--- src/rtl/basic_gates.sv ---
// -----------------------------------------------------------------------------
// basic_gates
//   Bit-parallel primitive logic unit. NAND is the only primitive. NOT and AND
//   are built structurally from it. Combinational results are available with
//   zero latency. Registered copies are provided for pipelined consumers.
//
// Parameters
//   WIDTH     number of independent bit lanes (default 1)
//
// Ports
//   clk       rising-edge clock for the registered outputs
//   rst       synchronous active-high reset (clears the registered outputs only)
//   a, b      operands for NAND / AND
//   in        operand for NOT
//   nand_out  combinational ~(a & b)
//   not_out   combinational ~in
//   and_out   combinational a & b, built from NAND(NAND(a,b), NAND(a,b))
//   nand_q    registered nand_out
//   not_q     registered not_out
//   and_q     registered and_out
//   valid_q   high once the registered outputs hold post-reset data
// -----------------------------------------------------------------------------
module basic_gates #(
  parameter int WIDTH = 1
) (
  input  logic             clk,
  input  logic             rst,
  input  logic [WIDTH-1:0] a,
  input  logic [WIDTH-1:0] b,
  input  logic [WIDTH-1:0] in,
  output logic [WIDTH-1:0] nand_out,
  output logic [WIDTH-1:0] not_out,
  output logic [WIDTH-1:0] and_out,
  output logic [WIDTH-1:0] nand_q,
  output logic [WIDTH-1:0] not_q,
  output logic [WIDTH-1:0] and_q,
  output logic             valid_q
);

  logic [WIDTH-1:0] w_nand_ab;
  logic [WIDTH-1:0] w_not_in;
  logic [WIDTH-1:0] w_and_ab;

  logic [WIDTH-1:0] r_nand_q;
  logic [WIDTH-1:0] r_not_q;
  logic [WIDTH-1:0] r_and_q;
  logic             r_valid_q;

  // One NAND-based cell per lane. The lanes never interact.
  generate
    for (genvar gi = 0; gi < WIDTH; gi++) begin : g_lane
      // Primitive: one gate level.
      assign w_nand_ab[gi] = ~(a[gi] & b[gi]);
      // NOT is a NAND with both inputs tied together: one gate level.
      assign w_not_in[gi]  = ~(in[gi] & in[gi]);
      // AND is the NAND output fed into a second NAND acting as an inverter.
      // This gives two gate levels.
      assign w_and_ab[gi]  = ~(w_nand_ab[gi] & w_nand_ab[gi]);
    end
  endgenerate

  assign nand_out = w_nand_ab;
  assign not_out  = w_not_in;
  assign and_out  = w_and_ab;

  // The registers load on every non-reset edge; there is no enable.
  // Reset takes priority, so a value captured in the same cycle that reset is
  // asserted is discarded.
  always_ff @(posedge clk) begin
    if (rst) begin
      r_nand_q  <= '0;
      r_not_q   <= '0;
      r_and_q   <= '0;
      r_valid_q <= 1'b0;
    end else begin
      r_nand_q  <= w_nand_ab;
      r_not_q   <= w_not_in;
      r_and_q   <= w_and_ab;
      r_valid_q <= 1'b1;
    end
  end

  assign nand_q  = r_nand_q;
  assign not_q   = r_not_q;
  assign and_q   = r_and_q;
  assign valid_q = r_valid_q;

endmodule

--- config.mk ---
export PLATFORM = sky130hd
export DESIGN_NAME = basic_gates
export DESIGN_NICKNAME = d
export VERILOG_FILES = /design/src/rtl/basic_gates.sv
export SDC_FILE = /design/constraint.sdc
export NUM_CORES = 1
export LEC_CHECK = 0
export ABC_AREA = 0
export CAP_MARGIN = 25
export CORE_AREA = 2 2 39 41
export CTS_BUF_LIST = sky130_fd_sc_hd__clkbuf_4 sky130_fd_sc_hd__clkbuf_8
export DETAILED_ROUTE_END_ITERATION = 7
export DIE_AREA = 0 0 41 43
export GPL_TIMING_DRIVEN = 0
export PLACE_DENSITY = 0.42
export SLEW_MARGIN = 10
export SYNTH_ARGS = -nofsm -noshare
export SYNTH_HDL_FRONTEND = slang
export SYNTH_SLANG_ARGS = --single-unit
export TNS_END_PERCENT = 5
--- constraint.sdc ---
create_clock -name clk -period 0.8 [get_ports clk]
set_clock_uncertainty 0.2 [all_clocks]
set_input_delay 0.12 -clock clk [delete_from_list [all_inputs] [get_ports clk]]
set_output_delay 0.12 -clock clk [all_outputs]
set_load 0.1 [all_outputs]
Word-level counts from Yosys, hierarchy flattened

Cells that the tools add are included.

Bits in registers: 4
Output and inout port bits: 7
Word-level logic and storage cells: 8

Muxes and demuxes: 1
Bitwise operators: 3

Operators by type and width:

| cell          | count |
|---|---|
| $not A1 Y1    | 2 |
| $and A1 B1 Y1 | 1 |
| $mux W1       | 1 |

Longest topological paths before layout

Depth after elaboration: 2
Depth in mapped cells: 1
Gate-level depth less buffers: 1

Worst setup path after synthesis

No wires, ideal clock.

Kind: register to output
Start point: reg r_and_q, in the netlist and_q
End point: out and_q
Arrival: 0.909 ns
Data required time: 0.480 ns
Path slack: -0.429 ns
Cell stages (with the launch flop): 1
Path through: dfxtp_1

RTL lines:

| what                   | RTL line | RTL |
|---|---|---|
| start, declared        | 46       | `logic [WIDTH-1:0] r_and_q;` |
| start signal, assigned | 78       | `r_and_q <= w_and_ab;` |
| end, declared          | 36       | `output logic [WIDTH-1:0] and_q,` |

No word-level cell between the ends.

Worst setup path in the final report

Start point: reg r_not_q, in the netlist not_q
End point: out not_q

RTL lines:

| what                   | RTL line | RTL |
|---|---|---|
| start, declared        | 45       | `logic [WIDTH-1:0] r_not_q;` |
| start signal, assigned | 77       | `r_not_q <= w_not_in;` |
| end, declared          | 35       | `output logic [WIDTH-1:0] not_q,` |

No word-level cell between the ends.

==> metrics.csv <==
metric,value,unit
run_status,finished with violations,
violations,"negative hold slack, negative setup slack",
synthCells,11,
netlist.area_leader.share,0.696,
synth_top_family_by_area,simple AND/OR/NAND/NOR gates,
antenna-diode-count,0,
slowest_stage,dfxtp_4,
port_buffers,11,
final_area,364,um^2
viasPerCell,3.02,
grt_pass1_vias,138,
drive_gt1_frac,0.800,
switchingPower,0.252,mW
grtUsageTotal,0.0582,
antenna_found_initial,0,
tightest_slew,0.127,ns
drtAntennaViolNets,0,
finalHoldViolations,3,
syn_to_final_growth,216,%
dr.pass1.iters,2,
slew_headroom,0.915,
switching_share,0.351,
h-tree-depth,1,
worst_hold_path.num_cells,2,
ir_drop,579,uV
fin_crit_sh,1.33,
grt_pass1_wl,579,um
cts_tree,yes,
critPathTopFamily,flip-flops,
place_area,269,um^2
path_cells,buf_12,
criticalPathCategory,reg2out,
cp.required,0.48,ns
final_nets,32,
grt_setup_unrepaired,yes,
drc,0,
pwr-share-seq,0.298,
ys.warnings.count,0,
start_util,0.0832,
vias,124,
core,1380,um^2
globalplace.congestion,0.549,
fmax,0.943,GHz
final_util,0.263,
yosys.area_share.simple,0.196,
final_cells,41,
dieArea,1760,um^2
syn-num-nets,16,
muxShareOfSynthArea,0,
synth-seq-cells,4,
overflow,0,
max_stage_delay,0.34,ns
hp-class,in2reg,
io_pins,12,
placed_cells,38,
pwr-share-clk,0.344,
fp.dieW,41,um
dieHeight,43,um
finalWirelength,352,um
leakage,0.161,nW
cellPowerDensity,1970,nW/um^2
clock_path_buffers,2,
ys_top_cells_by_area,"dfxtp_1 70%, and3b_1 7.6%, inv_1 6.5%",
yosysSeqAreaShare,0.696,
internal_power,0.466,mW
synthXorXnorAreaFrac,0,
syn_area,115,um^2
synth_compound_area_frac,0.0435,
path_depth,1,
setup.worst_path.end_class,primary output,
routedWlPerCell,8.59,um
synthAdderAreaFrac,0,
cp.arrival,0.74,ns
cp_num_buf_inv,1,
fin_crit,1.06,ns
pwr-share-comb,0.358,
clkTransAtPathRegs,0.04,ns
clkSinkCount,4,
hold_slack,-0.121,ns
cts-root-buf,clkbuf_4,
setup_viol,6,
finalMaxSlewViolations,0,
cp_max_fo,1,
syn_avg_cell_area,10.5,um^2
yosysUniqueCellTypes,7,
fp-row-count,14,
layout_setup_ws,-0.260,ns
synth_area_leader_cell,dfxtp_1,
cp-start-kind,flip-flop,
maxCapViolations,0,
grt_max_degree,5,
initialDrtViolationCount,2,
numCtsBuffers,3,
-- kinds of logic after synthesis --
kind of cell           count (synthesis)
flip-flops                             4
AO/OA/AOI/OAI                          1
buffers and inverters                  2
AND/OR/NAND/NOR                        4
-- layout make-up --
class / count / area [um^2]
clock buffer: 3 / 22.5
fill: 146 / 1020
inverter: 2 / 11.3
multi-input combinational: 5 / 37.5
sequential: 4 / 95.1
tap: 16 / 20.0
timing repair buffer: 11 / 178
-- power by group through the flow --
stage / Clock (mW) / Combinational, mW / Sequential, mW
6_report: 0.247 / 0.257 / 0.214
5_1_grt: 0.281 / 0.266 / 0.215
4_1_cts: 0.268 / 0.255 / 0.215
3_5_place_dp: 0 / 0.214 / 0.212
3_3_place_gp: 0 / 0.213 / 0.211
2_1_floorplan: 0 / 0.0714 / 0.291
-- sequential cells by signal (all words and copies together) (netlist names) --
register  flops
nand_q        1
and_q         1
valid_q       1
not_q         1
-- cell usage in the layout, fill, tap and decap left out --
| master | instances |
|---|---|
| a21oi_1 | 1 |
| and2_4 | 1 |
| and3b_1 | 1 |
| buf_12 | 6 |
| buf_6 | 2 |
| buf_8 | 1 |
| clkbuf_4 | 3 |
| clkdlybuf4s15_2 | 1 |
| clkinvlp_4 | 1 |
| dfxtp_4 | 4 |
| dlygate4sd2_1 | 1 |
| inv_1 | 1 |
| nand2_4 | 1 |
| nor2_1 | 1 |
-- through the flow --
stage | power, mW | setup slack [ns] | TNS, ns | hold WS, ns
2_1_floorplan | 0.362 | -0.0238 | -0.122 | -0.0243
3_3_place_gp | 0.424 | -1.46 | -8.94 | 0.473
3_5_place_dp | 0.426 | -1.45 | -8.98 | 0.483
4_1_cts | 0.737 | -0.278 | -1.27 | -0.144
5_1_grt | 0.762 | -0.288 | -1.34 | -0.122
6_report | 0.719 | -0.260 | -1.21 | -0.121
-- metal layers --
layer | routed length [um] | track usage | vias to the layer above | share of wire
met5 | 0 | 0 | - | 0
met4 | 0 | 0.0600 | 0 | 0
met3 | 57 | 0.0628 | 0 | 0.16
met2 | 143 | 0.0625 | 12 | 0.41
met1 | 151 | 0.0547 | 50 | 0.43
li1 | - | - | 62 | -
-- cells in the mapped netlist --
library cell / count
nor2_1: 1
inv_1: 2
nand2_1: 1
a21oi_1: 1
and2_1: 1
dfxtp_1: 4
and3b_1: 1
-- repair_timing --
item / in CTS / in global routing
endpoints found under the setup margin: 9 / 7
endpoints found under the hold margin: 3 / 3
setup buffers: 0 / 0
pin swaps: 2 / 0
resized for setup: 78 / 1
-- final timing paths --
path / startpoint / end / slack (ns)
setup / recovery: not_q / not_q / -0.26
hold / removal: b / nand_q / -0.12
Power figures use the tool's default switching activity.
